File: config.mk
export PLATFORM = sky130hd
export DESIGN_NAME = fifo
export DESIGN_NICKNAME = d
export VERILOG_FILES = /design/src/rtl/fifo_pkg.sv /design/src/rtl/fifo_ram.sv /design/src/rtl/fifo.sv
export SDC_FILE = /design/constraint.sdc
export NUM_CORES = 1
export LEC_CHECK = 0
export ABC_CLOCK_PERIOD_IN_PS = 3400
export CORE_MARGIN = 1.5
export CORE_UTILIZATION = 50
export DETAILED_ROUTE_END_ITERATION = 6
export HOLD_SLACK_MARGIN = 0.06
export PLACE_DENSITY = 0.69
export SETUP_SLACK_MARGIN = 0.5
export SLEW_MARGIN = 20
export SYNTH_ARGS = -nofsm -noshare
export SYNTH_HDL_FRONTEND = slang
export SYNTH_SLANG_ARGS = --single-unit
File: constraint.sdc
create_clock -name clock -period 3.4 [get_ports clock]
set_input_delay 0.68 -clock clock [delete_from_list [all_inputs] [get_ports clock]]
set_output_delay 0.68 -clock clock [all_outputs]
set_load 0.02 [all_outputs]
File: src/rtl/fifo_pkg.sv
`default_nettype none
// ============================================================================
// Module      : fifo_pkg
// Description : Shared defaults for the fifo slice.
//               c_WIDTH : default data word width (bits)
//               c_DEPTH : default number of storage entries (power of two)
//               word_t  : data word at the default width
// Revision    : 1.0  initial release
// ============================================================================
package fifo_pkg;

    localparam int unsigned c_WIDTH = 16;
    localparam int unsigned c_DEPTH = 8;

    typedef logic [c_WIDTH-1:0] word_t;

endpackage : fifo_pkg
`default_nettype wire

File: src/rtl/fifo_ram.sv
`default_nettype none
// ============================================================================
// Module      : fifo_ram
// Description : DEPTH x WIDTH storage array. Synchronous write port and a
//               registered read port. The read register is zeroed by the
//               asynchronous reset and by the synchronous clear, and holds
//               its value on cycles without rd_en. Array contents are never
//               reset.
//   clock    in   1      rising-edge clock
//   reset    in   1      asynchronous active-low reset
//   clear    in   1      synchronous clear of the read register
//   wr_en    in   1      write wr_data to wr_addr
//   wr_addr  in   AW     write address
//   wr_data  in   WIDTH  write data
//   rd_en    in   1      load rd_data from rd_addr
//   rd_addr  in   AW     read address
//   rd_data  out  WIDTH  registered read data
// Revision    : 1.0  initial release
// ============================================================================
module fifo_ram
    import fifo_pkg::*;
#(
    parameter int unsigned WIDTH = c_WIDTH,
    parameter int unsigned DEPTH = c_DEPTH,
    localparam int unsigned AW   = $clog2(DEPTH)
) (
    input  logic             clock,
    input  logic             reset,
    input  logic             clear,
    input  logic             wr_en,
    input  logic [AW-1:0]    wr_addr,
    input  logic [WIDTH-1:0] wr_data,
    input  logic             rd_en,
    input  logic [AW-1:0]    rd_addr,
    output logic [WIDTH-1:0] rd_data
);

    logic [WIDTH-1:0] r_mem [DEPTH];
    logic [WIDTH-1:0] r_rd_data;

    // Storage has no reset so it can map onto plain RAM cells.
    always_ff @(posedge clock) begin
        if (wr_en) begin
            r_mem[wr_addr] <= wr_data;
        end
    end

    always_ff @(posedge clock or negedge reset) begin
        if (!reset) begin
            r_rd_data <= '0;
        end else if (clear) begin
            r_rd_data <= '0;
        end else if (rd_en) begin
            r_rd_data <= r_mem[rd_addr];
        end
    end

    assign rd_data = r_rd_data;

endmodule : fifo_ram
`default_nettype wire

File: src/rtl/fifo.sv
`default_nettype none
// ============================================================================
// Module      : fifo
// Description : Single-clock FIFO with independent write/read enables,
//               full/empty flags and a synchronous flush. Read data is
//               registered (one clock latency, no fall-through).
//   clock     in   1      rising-edge clock
//   reset     in   1      asynchronous active-low reset
//   clear     in   1      synchronous flush, active high
//   write     in   1      push data_in this cycle
//   read      in   1      pop head word to data_out this cycle
//   data_in   in   WIDTH  write data
//   full      out  1      count == DEPTH
//   empty     out  1      count == 0
//   data_out  out  WIDTH  registered read data, holds between reads
// Revision    : 1.0  initial release
// ============================================================================
module fifo
    import fifo_pkg::*;
#(
    parameter int unsigned WIDTH = c_WIDTH,
    parameter int unsigned DEPTH = c_DEPTH,
    localparam int unsigned AW   = $clog2(DEPTH)
) (
    input  logic             clock,
    input  logic             reset,
    input  logic             clear,
    input  logic             write,
    input  logic             read,
    input  logic [WIDTH-1:0] data_in,
    output logic             full,
    output logic             empty,
    output logic [WIDTH-1:0] data_out
);

    localparam logic [AW:0] c_FULL_COUNT = (AW+1)'(DEPTH);

    logic [AW-1:0] r_wr_ptr;
    logic [AW-1:0] r_rd_ptr;
    logic [AW:0]   r_count;

    logic w_full;
    logic w_empty;
    logic w_rd_ok;
    logic w_wr_ok;

    // Flags decode the count register only, so they never follow input glitches.
    assign w_full  = (r_count == c_FULL_COUNT);
    assign w_empty = (r_count == '0);

    // A pop frees a slot in the same edge, so a full FIFO still accepts a
    // write when a read is accepted alongside it.
    assign w_rd_ok = read & ~w_empty;
    assign w_wr_ok = write & (~w_full | w_rd_ok);

    always_ff @(posedge clock or negedge reset) begin
        if (!reset) begin
            r_wr_ptr <= '0;
            r_rd_ptr <= '0;
            r_count  <= '0;
        end else if (clear) begin
            r_wr_ptr <= '0;
            r_rd_ptr <= '0;
            r_count  <= '0;
        end else begin
            if (w_wr_ok) begin
                r_wr_ptr <= r_wr_ptr + 1'b1;
            end
            if (w_rd_ok) begin
                r_rd_ptr <= r_rd_ptr + 1'b1;
            end
            if (w_wr_ok && !w_rd_ok) begin
                r_count <= r_count + 1'b1;
            end else if (w_rd_ok && !w_wr_ok) begin
                r_count <= r_count - 1'b1;
            end
        end
    end

    // Clear takes priority over read/write, so both ports are masked here.
    fifo_ram #(
        .WIDTH (WIDTH),
        .DEPTH (DEPTH)
    ) u_ram (
        .clock   (clock),
        .reset   (reset),
        .clear   (clear),
        .wr_en   (w_wr_ok & ~clear),
        .wr_addr (r_wr_ptr),
        .wr_data (data_in),
        .rd_en   (w_rd_ok & ~clear),
        .rd_addr (r_rd_ptr),
        .rd_data (data_out)
    );

    assign full  = w_full;
    assign empty = w_empty;

endmodule : fifo
`default_nettype wire

* Word level (Yosys, flattened, before mapping) *
Memories as Yosys holds them, arrays and structs flattened.
Cells that the tools add are included.

word-level totals
  bits in registers = 26
  bits in writable memories = 128
  bits of input ports = 21
  output and inout port bits = 18
  memories = 1

operators by class
  add/subtract/negate cells = 4
  equal/unequal tests = 1
  muxes and demuxes = 11
  bitwise gates (word level) = 8
  reductions and logical operators = 9

memory list
  memory       depth  bits a word  rd ports  clocked after Yosys merged registers in  wr ports  RTL line        RTL
  u_ram.r_mem  8      16           1         0                                        1         fifo_ram.sv:38  logic [WIDTH-1:0] r_mem [DEPTH];

operator list
  cell                                                                number
  16-bit 2-to-1 mux                                                   2
  3-bit 2-to-1 mux                                                    4
  4-bit 2-to-1 mux                                                    3
  3-bit by 1-bit adder with 3-bit output, second input constant       2
  2-bit nonzero test                                                  3
  4-bit by 1-bit adder with 4-bit output, second input constant       1
  1-bit AND                                                           4
  4-bit equality test, second input constant                          1
  4-bit logical NOT                                                   1
  4-bit by 1-bit subtractor with 4-bit output, second input constant  1
  1-bit inverter                                                      3
  3-bit nonzero test                                                  1
  1-bit logical AND                                                   2
  1-bit logical NOT                                                   2
  1-bit 2-to-1 mux                                                    2
  1-bit bitwise OR                                                    1

* Depth between registers and ports, before layout *
Gate-level depths: netlist of run 1.

  depth after elaboration = 10
  gate-level depth with buffers = 9

* Hierarchy *
A second synthesis of run 1 with hierarchy kept.

unflattened totals
  cell total of the unflattened synthesis = 360
  area total of the unflattened synthesis = 6,231.0 sq um

by module, submodules not included
  module    instances  cells each  area each (sq um)
  fifo_ram  1          288         5,541.6
  fifo      1          72          689.4

* Least setup slack after synthesis of run 1 *
No wires, ideal clock.

  path type = in2reg
  start = in write
  end = mem u_ram.r_mem[0][0] (netlist bit) (enable)
  setup time = 0.436 ns
  arrival time = 2.871 ns
  required time = 2.964 ns
  slack = 0.093 ns
  stages = 3
  path buffers = 1
  cells stage by stage = buf_1 > o21ai_2 > nor4b_1

between the ends
  cells in the longest elaborated chain, start to end = 4

ends and longest elaborated chain
  what                                    RTL line        RTL
  from (decl)                             fifo.sv:28      input logic write,
  1-bit AND                               fifo.sv:54      assign w_wr_ok = write & (~w_full | w_rd_ok);
  1-bit AND                               fifo.sv:88      .wr_en (w_wr_ok & ~clear),
  1-bit 2-to-1 mux                        fifo_ram.sv:43  if (wr_en) begin
  1-bit 2-to-1 mux (implied by the code)  fifo_ram.sv:44  r_mem[wr_addr] <= wr_data;
  to (decl)                               fifo_ram.sv:38

Every way passes these cells.

* Final worst setup path of run 1 *
  start = reg r_count[1]
  end = out empty

between the ends
  cells in the longest elaborated chain, start to end = 1

ends and longest elaborated chain
  what                    RTL line    RTL
  from (decl)             fifo.sv:40  logic [AW:0] r_count;
  from (signal assigned)  fifo.sv:73  r_count <= r_count + 1'b1;
  from (signal assigned)  fifo.sv:75  r_count <= r_count - 1'b1;
  4-bit logical NOT       fifo.sv:49  assign w_empty = (r_count == '0);
  to (decl)               fifo.sv:32  output logic empty,

Every way passes these cells.

==> results list, run 1 <==
* Pint: 4.070 mW
- Final period util: 82.03%
- The worst register-to-register path ends at u_ram.rd_data[0]$_DFFE_PN0P_.
* Area share of the largest cell type after synthesis: 63.17%
- Number of cell rows: 40
* Library cell occupying the most area in the post-synthesis netlist: edfxtp_1
* Number of port buffers: 38
* Number of inserted diodes: 0
* Average via count per standard cell: 5.816
* Synthesized area: 0.006085 mm^2
* Number of setup buffers added after CTS: 0
- The flow ran to the end, and the final reports show no timing, DRC or antenna violations.
- Gr ovfl total: 0
- Total setup violations reported at the end of the flow: 0
* Number of warnings reported in the yosys synthesis log: 0
* Number of clock sinks seen by CTS: 154
* Max-capacitance violation count: 0
- The worst hold path passes through 2 cells.
- Crit path buffers/inverters: 1
- Buffers inserted during clock tree synthesis total 17.
- From bottom edge to top edge, the die measures 113.3 um.
- DR vias: 3135
* Kind of capture point of the worst setup path: output port
- Post-synthesis compound-gate area fraction: 3.578%
* Initial antenna violation count: 0
- Required time at the worst-slack endpoint: 2720 ps
* Delay-heaviest family, CP: buffers and inverters
* WHS Endpoint: u_ram.rd_data[3]$_DFFE_PN0P_
- The worst setup path is of the flip-flop to output port kind.
- After synthesis, the share of flip-flops with an asynchronous set or reset is 16.88%.
* Cell area after placement: 0.006715 mm^2
- Fraction of power consumed by combinational cells: 24.5%
- Switching power summed over all nets: 1.553 mW
* Switching portion of total power: 27.61%
- The total count of max-transition violations in the final report was 0.
- The clock passes through at most 2 buffers.
* Most used DFF post-synth: edfxtp_1
- After routing the design area is 0.007343 mm^2.
* Pin count of the biggest net entering global routing: 35
- Clock latency on the worst-skew pair: 430 ps
- Nets@finish: 405
* Routed wire per std cell: 21.72 um
- Clock tree from TritonCTS: built
* Clock transition at the registers of the reported paths: 60 ps
- The worst setup path is launched from a flip-flop.
* Total Die Area: 0.01284 mm^2
- Die span in x: 113.3 um
* Reg2Reg Depth: 5
* Proportion of synthesized area in mux cells: 12.17%
- DP Worst Slack: 528.9 ps
- Synth Area in Simple Gates: 6.148%
- Reported leakage power: 2.501 nW
- In this run the remaining antenna-violating nets after routing total 0.
* Number of nets produced by synthesis: 350
* Power per standard cell area: 765.7 mW/mm^2
* Starting utilization of the core area: 50.87%
* Core area: 0.01196 mm^2
- The critical path starts at r_count[1]$_DFFE_PN0P_.
- Yosys instantiated no cell more often than edfxtp_1.
* Arr. time, crit path: 2110 ps
* Global-route wire length before repair: 18580 um
- The netlist uses 39 different library cells.
- Final core utilization: 61.39%
* Proportion of power drawn by the clock network: 34.5%
- Starting DRC count in detailed routing: 177
- Origin of the worst min-delay path: u_ram.rd_data[3]$_DFFE_PN0P_
- FMAX: 0.3585 GHz
- Clock tree synthesis selected as its root buffer the cell clkbuf_16.
- The via count of the first global-routing pass was 3278.
- In this run, placement finished with an instance count of 507.
* Non-filler cells, final: 539
- Syn Inst Count: 324
- DRC violation count after routing: 0
- Summing the sequential cell areas from Yosys gives 73.86% of the chip area.
* Worst hold-check path type: flip-flop to flip-flop
- The largest individual stage delay along the critical path comes from the cell clkdlybuf4s50_1.
- Count of flip-flops with a built-in enable after synthesis: 128
* Main combinational cell family by area after synthesis: multiplexers
* Overall Global Routing Usage: 20.42%
- Post-Route Setup TNS: 0 ps
* Total number of H-tree levels: 4
- Synth top cells by count: edfxtp_1 (128), mux4_2 (32), nor2_1 (32)
- Across the routed clock network, the largest skew measured is 6.322 ps.
- On the worst path, the slowest cell contributes a delay of 610 ps.
- Adder and majority gate portion of the synthesized area: 1.152%
- # IOs: 39
* Max transition margin: 40.98%
* Cell breakdown of the critical path: or3_1 -> nor2_1 -> clkdlybuf4s50_1
- Post-DP HPWL: 6665 um
- The final hold violation count came to 0.
- The synthesized design contains 154 register bits.
* Routed WL: 11710 um
* Share of total power in sequential cells: 41.0%
- Fraction of layout cells with a size suffix above 1: 26.02%
- At the pin with the least slew margin, the transition time is 885.3 ps.
- Slack of the worst reg-to-reg path: 1090 ps
* Synthesized area per cell: 18.78 um^2
* Setup repair after global routing missed its margin: false
- The first TritonRoute pass finished after 6 iterations.
* Final critical path time including I/O delays and setup: 2789 ps
- Critical Path Fanout Max: 8
- Signed area change from the synthesized netlist to the final layout: 20.69%
- Setup ws final: 610.8 ps
* Xor and xnor area share after synthesis: 1.008%
- Sorting the synthesized cells by area gives the leading types as edfxtp_1 (63%), mux4_2 (12%), dfrtp_1 (11%).
- Critical register-to-register path startpoint: r_count[1]$_DFFE_PN0P_
- VDD sags by at most 287.0 uV.
- At the end of routability-driven placement, the weighted congestion stood at 0.7688.
==> power by group through the flow <==
stage	sequential (mW)	clock [mW]	combinational (mW)
2_1_floorplan	2.36	0	0.951
3_3_place_gp	2.34	0	1.36
3_5_place_dp	2.34	0	1.39
4_1_cts	2.30	1.97	1.40
5_1_grt	2.32	2.06	1.50
6_report	2.30	1.94	1.38
==> worst max path at each step <==
stage / endpoint / slack [ps] / depth (start not counted)
after floorplan: u_ram.r_mem[2][0]$_DFFE_PP_ / 690 / 3
after global placement: u_ram.rd_data[3]$_DFFE_PN0P_ / 610 / 6
after detailed placement: u_ram.rd_data[3]$_DFFE_PN0P_ / 530 / 6
after CTS: empty / 620 / 3
after global routing: empty / 500 / 3
final: empty / 610 / 3
==> final cells by class <==
cell class	instances	area, um^2
clock buffer	21	480.5
clock inverter	11	142.6
fill	859	4618
inverter	5	18.77
multi-input combinational	146	1514
sequential	154	4496
tap	147	183.9
timing repair buffer	55	508.0
==> worst reg2reg max path: cells and delay by family (launching register included) <==
| family | cells | cell delay, ps |
|---|---|---|
| simple gates | 2 | 860 |
| compound gates | 2 | 700 |
| buf+inv | 1 | 210 |
| flops | 1 | 470 |
==> state kept, by name, summed over array words and instances, names as in the netlist <==
signal         cells
u_ram.r_mem      128
u_ram.rd_data     16
r_count            4
r_rd_ptr           3
r_wr_ptr           3
==> logic make-up (layout without fill, tap and decap cells) <==
group                      count (synthesis)  after routing
DFF                                      154            154
and+or+nand+nor                           69             69
muxes                                     34             34
AOI/OAI and AO/OA                         31             31
buffers and inverters                     24             92
xor gates and xnor gates                   7              7
adders and majority gates                  5              5
==> layer usage <==
| layer | up-vias | global-route usage, % | routed length [um] | part of all wire, % |
|---|---|---|---|---|
| met5 | - | 0 | 0 | 0 |
| met4 | 0 | 8.833 | 238 | 2.0 |
| met3 | 19 | 5.624 | 679 | 5.8 |
| met2 | 90 | 32.24 | 5883 | 50 |
| met1 | 1621 | 27.01 | 4908 | 42 |
| li1 | 1405 | - | - | - |
==> per-stage QoR <==
| step | total power, mW | hold slack [ps] |
|---|---|---|
| final | 5.622 | 524.2 |
| after global routing | 5.881 | 555.2 |
| after CTS | 5.674 | 534.7 |
| after detailed placement | 3.732 | 521.5 |
| after global placement | 3.697 | 511.1 |
| after floorplan | 3.314 | 384.4 |
==> what timing repair did <==
item	in CTS	in global routing
gates resized for setup	0	1
setup endpoints to repair	0	1
hold buffers	0	0
==> cells in the final DEF, fill, tap and decap left out, drive strengths merged, types with 5 or more instances in the layout <==
cell           count
inv                5
buf               17
clkdlybuf4s50     38
nor2              32
clkbuf            21
nor3              21
o22ai             16
mux4              32
nand2              6
dfrtp             26
edfxtp           128
No activity file was read; power rests on OpenSTA's default activity.
==> run 2: changes to the inputs <==
--- a/config.mk
+++ b/config.mk
@@ -5,7 +5,7 @@
 export SDC_FILE = /design/constraint.sdc
 export NUM_CORES = 1
 export LEC_CHECK = 0
-export ABC_CLOCK_PERIOD_IN_PS = 3400
+export ABC_CLOCK_PERIOD_IN_PS = 2650
 export CORE_MARGIN = 1.5
 export CORE_UTILIZATION = 50
 export DETAILED_ROUTE_END_ITERATION = 6
==> constraint.sdc (replaced) <==
create_clock -name clock -period 2.65 [get_ports clock]
set_input_delay 0.53 -clock clock [delete_from_list [all_inputs] [get_ports clock]]
set_output_delay 0.53 -clock clock [all_outputs]
set_load 0.02 [all_outputs]
==> run 2 against run 1 <==
Effect of this change: via count increased by 0.22%; wire length decreased by 2.2%; final cell count up 2.0%; register-to-register slack got worse by 600 ps; sequential cell count is the same; utilization grew 0.44 points; global-route usage is 0.34 points lower; clock skew is essentially flat; critical path type is now flip-flop to flip-flop; critical endpoint is now r_count[3]$_DFFE_PN0P_; largest cell class unchanged.
==> results list, run 2 (synthesis gave the netlist of run 1 again) <==
* Post-Route Setup TNS: 0 ps (unchanged)
- Starting utilization of the core area: 50.87% (unchanged)
- The final hold violation count came to 0 (unchanged).
- Clock tree from TritonCTS: built (unchanged)
- The number of levels in the clock H-tree was 4 (unchanged).
- Derived from the worst setup path, the maximum achievable clock frequency is 0.4621 GHz.
- Detailed Routing Iterations Pass 1: 4 (was 6)
* Total Die Area: 0.01284 mm^2 (unchanged)
- The number of CTS-inserted buffers is 17 (unchanged).
- The clock latency at the later pin of the worst-skew pair came to 420 ps (was 430 ps).
- Routed WL: 11450 um (was 11710 um)
- The slew at the pin with the worst max-slew slack is 515.2 ps (was 885.3 ps).
- The pin count of the biggest net entering global routing came to 35 (unchanged).
- The share of the core filled with cells is 61.83% (was 61.39%).
- Die span in x: 113.3 um (unchanged)
- The net count of the finished layout is 416 (was 405).
- The number of hold-repair buffers added at the cts stage came to 0 (unchanged).
- Worst hold-check path type: input pin to async pin (was flip-flop to flip-flop)
- Required time at the worst-slack endpoint: 2980 ps (was 2720 ps)
* Number of port buffers: 38 (unchanged)
* Kind of capture point of the worst setup path: flip-flop (was output port)
- Type of the worst setup path: flip-flop to flip-flop (was flip-flop to output port)
- Power per standard cell area: 959.8 mW/mm^2 (was 765.7 mW/mm^2)
* Max-capacitance violation count: 0 (unchanged)
- Post-DP HPWL: 6838 um (was 6665 um)
* Overall Global Routing Usage: 20.08% (was 20.42%)
* Setup repair after global routing missed its margin: true (was false)
- The number of placement rows was 40 (unchanged).
- The routed design could run at a clock period as short as 2164 ps.
- The post-detailed-route DRC marker count came to 0 (unchanged).
* Max FFs per register: 128 (unchanged)
- Average via count per standard cell: 5.713 (was 5.816)
- Global-route wire length before repair: 18490 um (was 18580 um)
- The remaining global-route overflow is 0 (unchanged).
* DP Worst Slack: 205.1 ps (was 528.9 ps)
- The leakage power figure came to 2.547 nW (was 2.501 nW).
* Number of clock sinks seen by CTS: 154 (unchanged)
- Critical Path Fanout Max: 4 (was 8)
- Most used cells in the layout excluding fill and tap cells: edfxtp_1 (128), clkdlybuf4s50_1 (36), mux4_2 (32), nor2_1 (31), buf_4 (28) (was edfxtp_1 (128), clkdlybuf4s50_1 (38), nor2_1 (32), mux4_2 (32), dfrtp_1 (25))
- The cell chosen for the clock root is clkbuf_16 (unchanged).
- The overall die height was 113.3 um (unchanged).
- The count of nets left with antenna violations after detail routing was 0 (unchanged).
- The relative slew slack came to 65.66% (was 40.98%).
- Leading cell type in the layout, fill and taps excluded: edfxtp_1 (unchanged)
- Signed area change from the synthesized netlist to the final layout: 21.55% (was 20.69%)
- The number of antenna violations at the first check in global routing is 0 (unchanged).
- Final period util: 81.65%
- Crit start category: flip-flop (unchanged)
- Status: finished clean (unchanged).
- DR vias: 3142 (was 3135)
- Fraction of layout cells with a size suffix above 1: 29.78% (was 26.02%)
- The worst clock skew on the final layout was 6.162 ps (was 6.322 ps).
- The number of placed instances with taps included is 514 (was 507).
- Core area: 0.01196 mm^2 (unchanged)
* Clock transition at the registers of the reported paths: 60 ps (about the same)
- The count of boundary I/O pins came to 39 (unchanged).
* Starting DRC count in detailed routing: 313 (was 177)
- The total count of max-transition violations in the final report is 0 (unchanged).
* Arr. time, crit path: 2500 ps (was 2110 ps)
- Slack of the worst reg-to-reg path: 490 ps (was 1090 ps)
* Reg2Reg Depth: 8 (was 5)
- Setup ws final: 486.2 ps (was 610.8 ps)
- The maximum vdd drop came to 510.8 uV (was 287.0 uV).
- Routed wire per std cell: 20.82 um (was 21.72 um)
* Non-filler cells, final: 550 (was 539)
* Overall power after layout: 7.099 mW (was 5.622 mW)
* Endpoint of the worst-slack reg-to-reg timing path: r_count[3]$_DFFE_PN0P_ (was u_ram.rd_data[0]$_DFFE_PN0P_)
- Via count of the first global-routing pass: 3330 (was 3278)
- The routability congestion estimate from global placement came to 0.7450 (was 0.7688).
* Critical register-to-register path startpoint: r_count[1]$_DFFE_PN0P_ (unchanged)
- The maximum clock insertion buffer count is 2 (unchanged).
- Number of inserted diodes: 0 (unchanged)
* Total setup violations reported at the end of the flow: 0 (unchanged)
- The register bank with the most flops was u_ram.r_mem (unchanged).
-- run 2: power by group --
part           leakage (nW)  switching [mW]  total, mW  internal (mW)
clock network         0.278           0.901       2.27           1.37
registers              1.50           0.133       2.94           2.81
logic                 0.774           0.980       1.89          0.907
-- run 2: worst max-delay path: stages (launching register included) --
cell and delay, ps:
dfrtp_2 440, buf_4 160, o31ai_2 310, nand3_2 150
ha_1 320, a211oi_1 290, nor2_1 110, o211a_1 140
nor3_1 150
-- run 2: routing by layer --
layer	share of wire [%]	vias up	global-route usage (%)
met3	5.6	26	5.463
met1	44	1608	27.56
li1	-	1422	-
met2	48	86	30.71
met5	0	-	0
met4	2.4	0	8.667
-- run 2: worst max-delay path by stage --
stage | from | endpoint | slack, ps | cells after the start
global route | r_count[1]$_DFFE_PN0P_ | r_count[3]$_DFFE_PN0P_ | 420 | 8
global placement | read | r_count[3]$_DFFE_PN0P_ | 310 | 8
detailed placement | read | r_count[3]$_DFFE_PN0P_ | 210 | 8
floorplan | write | u_ram.r_mem[1][0]$_DFFE_PP_ | 90 | 3
finish | r_count[1]$_DFFE_PN0P_ | r_count[3]$_DFFE_PN0P_ | 490 | 8
CTS | r_count[1]$_DFFE_PN0P_ | r_count[3]$_DFFE_PN0P_ | 510 | 8
-- run 2: timing repair --
item,in CTS,in global routing
setup buffers,4,0
resized for setup,10,7
setup endpoints to repair,3,3
-- run 2: area by class of cell --
class / count / area [um^2]
sequential: 154 / 4499
clock inverter: 14 / 131.4
inverter: 5 / 18.77
fill: 855 / 4566
clock buffer: 18 / 429.2
multi-input combinational: 146 / 1538
tap: 147 / 183.9
timing repair buffer: 66 / 595.6
-- run 2: through the flow --
stage	hold WS [ps]	instance area (um^2)
detailed placement	512.9	6780
floorplan	234.4	6106
global route	536.3	7396
global placement	504.5	6780
finish	511.3	7396
CTS	523.5	7383
==> run 3: changes to the inputs <==
--- a/config.mk
+++ b/config.mk
@@ -5,12 +5,12 @@
 export SDC_FILE = /design/constraint.sdc
 export NUM_CORES = 1
 export LEC_CHECK = 0
-export ABC_CLOCK_PERIOD_IN_PS = 2650
+export ABC_CLOCK_PERIOD_IN_PS = 1960
 export CORE_MARGIN = 1.5
 export CORE_UTILIZATION = 50
 export DETAILED_ROUTE_END_ITERATION = 6
 export HOLD_SLACK_MARGIN = 0.06
-export PLACE_DENSITY = 0.69
+export PLACE_DENSITY = 0.72
 export SETUP_SLACK_MARGIN = 0.5
 export SLEW_MARGIN = 20
 export SYNTH_ARGS = -nofsm -noshare
==> constraint.sdc (replaced) <==
create_clock -name clock -period 1.96 [get_ports clock]
set_input_delay 0.392 -clock clock [delete_from_list [all_inputs] [get_ports clock]]
set_output_delay 0.392 -clock clock [all_outputs]
set_load 0.02 [all_outputs]
==> run 3 against run 2 <==
Effect of this change: wire length is 24% higher; utilization is 8.6 points higher; sequential power up 38%; largest cell class unchanged; critical endpoint is now u_ram.r_mem[7][11]$_DFFE_PP_.
==> results list, run 3 (synthesis gave the netlist of run 1 again) <==
- Status: finished clean (unchanged).
- Residual antenna-violating net count after detailed routing: 0 (unchanged)
- The category of the worst setup path capture point is a flip-flop (unchanged).
- The critical-path maximum fanout came to 16 (was 4).
* DRC violation count after routing: 0 (unchanged)
- The total of max-cap violations came to 0 (unchanged).
- Detailed Routing Iterations Pass 1: 4 (unchanged)
- Initial antenna violation count: 0 (unchanged)
* Overall Global Routing Usage: 23.37% (was 20.08%)
* Final-layout fill cell count: 705 (was 855)
* Cts bufs inserted: 17 (unchanged)
* Final critical path time including I/O delays and setup: 1936 ps (was 2164 ps)
- The maximum clock insertion buffer count was 2 (unchanged).
- Total instance count after detailed placement: 527 (was 514)
- The pin count of the biggest net entering global routing is 27 (was 35).
- Worst Tran Pin Value: 418.7 ps (was 515.2 ps)
- The maximum operating frequency was 0.5164 GHz (was 0.4621 GHz).
- Number of clock sinks seen by CTS: 154 (unchanged)
- The worst clock skew on the final layout was 11.16 ps (was 6.162 ps).
* Die span in x: 113.3 um (unchanged)
- The final hold violation count came to 0 (unchanged).
- Crit start category: flip-flop (unchanged)
* Clock transition at the registers of the reported paths: 60 ps (about the same)
- Setup ws final: 23.61 ps (was 486.2 ps)
- Arr. time, crit path: 2110 ps (was 2500 ps)
- Gr ovfl total: 0 (unchanged)
* Largest reg by FF count: u_ram.r_mem (unchanged)
* Clock tree from TritonCTS: built (unchanged)
- The overall die height came to 113.3 um (unchanged).
* Start point of the critical path: r_count[1]$_DFFE_PN0P_ (unchanged)
- The final wirelength is 14210 um (was 11450 um).
- The total number of vias came to 3403 (was 3142).
* Total number of H-tree levels: 4 (unchanged)
- Core area: 0.01196 mm^2 (unchanged)
- The net count of the finished layout came to 455 (was 416).
- The flip-flop count of the largest register after layout is 128 (unchanged).
* Final period util: 98.80% (was 81.65%)
- Fin. max-slew vios: 0 (unchanged)
- The count of boundary I/O pins was 39 (unchanged).
- The final worst hold slack is 368.2 ps (was 511.3 ps).
- Signed area change from the synthesized netlist to the final layout: 38.52% (was 21.55%)
- The register area is 0.004502 mm^2 (was 0.004499 mm^2).
- The maximum vdd drop is 822.4 uV (was 510.8 uV).
- Clock latency on the worst-skew pair: 420 ps (about the same)
- Fraction of layout cells with a size suffix above 1: 51.58% (was 29.78%)
- The area of combinational cells with multiple inputs came to 0.002004 mm^2 (was 0.001538 mm^2).
- The most common library cell in the layout ignoring fill and taps is edfxtp_1 (unchanged).
- The full die area is 0.01284 mm^2 (unchanged).
- The cell chosen for the clock root is clkbuf_16 (unchanged).
- The number of hold-repair buffers added at the cts stage was 0 (unchanged).
- The leakage power figure is 2.899 nW (was 2.547 nW).
- The quantity of I/O buffers inserted on ports was 38 (unchanged).
- Routability congestion estimate from global placement: 0.7542 (was 0.7450)
- The relative slew slack was 72.08% (was 65.66%).
* Total setup violations reported at the end of the flow: 0 (unchanged)
- The kind of path behind the tightest hold check is input pin to async pin (unchanged).
- Finished layout cell area: 0.008428 mm^2 (was 0.007396 mm^2)
- The average routed wire per standard cell was 24.13 um (was 20.82 um).
- Starting utilization of the core area: 50.87% (unchanged)
- Post-DP HPWL: 7687 um (was 6838 um)
- Average via count per standard cell: 5.778 (was 5.713)
* Power per standard cell area: 1370 mW/mm^2 (was 959.8 mW/mm^2)
- The via count of the first global-routing pass was 3607 (was 3330).
- Non-filler cells, final: 589 (was 550)
* Required time at the worst-slack endpoint: 2140 ps (was 2980 ps)
- The worst setup slack before clock tree synthesis came to -158.3 ps (was 205.1 ps).
- Setup repair after global routing missed its margin: true (unchanged)
- Number of inserted diodes: 0 (unchanged)
* Global-route wire length before repair: 21250 um (was 18490 um)
- Number of cell rows: 40 (unchanged)
- Reg2Reg Depth: 6 (was 8)
- Most used cells in the layout excluding fill and tap cells: edfxtp_1 (128), mux4_2 (32), buf_6 (31), buf_4 (23) (was edfxtp_1 (128), clkdlybuf4s50_1 (36), mux4_2 (32), nor2_1 (31), buf_4 (28))
* Cell area after placement: 0.007112 mm^2 (was 0.006780 mm^2)
- Critical register-to-register path startpoint: r_count[1]$_DFFE_PN0P_ (unchanged)
- The worst setup path category is flip-flop to flip-flop (unchanged).
- The number of design-rule violations left by the first detailed-router iteration is 251 (was 313).
run 3: worst paths after layout:
path	to	slack, ps
max in group asynchronous	r_rd_ptr[0]$_DFFE_PN0P_	1280
worst min register to register	u_ram.rd_data[14]$_DFFE_PN0P_	540
worst max-delay path	u_ram.r_mem[7][11]$_DFFE_PP_	20
worst max register to register	u_ram.r_mem[7][11]$_DFFE_PP_	20
worst min-delay path	u_ram.rd_data[0]$_DFFE_PN0P_	370
min in group clock	u_ram.rd_data[14]$_DFFE_PN0P_	540
run 3: routing by layer:
metal  track usage (%)  part of all wire, %
met1             31.03                   40
met2             38.42                   52
met3             5.356                  6.5
met4             8.333                 0.99
met5                 0                    0
run 3: worst max-delay path: stages (launching register included):
cell      delay [ps]
dfrtp_2          450
or3_4            430
buf_4            150
o211ai_1         240
buf_4            200
nor2_2            60
buf_12           160
run 3: cell type report:
class,instances,share of cell area (%)
inverter,5,0.2227
timing repair buffer,105,13.20
clock inverter,15,2.153
sequential,154,53.41
tap,147,2.182
multi-input combinational,146,23.78
clock buffer,17,5.048
run 3: stage by stage:
| step | power, mW | util (%) | setup TNS (ps) |
|---|---|---|---|
| finish | 11.55 | 70.46 | 0 |
| global placement | 6.820 | 59.46 | -11840 |
| detailed placement | 6.892 | 59.46 | -11320 |
| CTS | 10.85 | 67.98 | 0 |
| global route | 12.00 | 70.46 | -2.871 |
| floorplan | 6.095 | - | 0 |
run 3: repair_timing:
item,4_1_cts,5_1_grt
buffers inserted,16,7
gates cloned,7,0
pin swaps,14,22
resized for setup,124,63
setup endpoints to repair,171,163
run 3: where the power goes:
part | switching [mW] | total [mW] | leakage [nW] | internal, mW
sequential | 0.266 | 4.06 | 1.49 | 3.80
combinational | 1.99 | 4.14 | 1.12 | 2.14
clock | 1.25 | 3.35 | 0.289 | 2.10
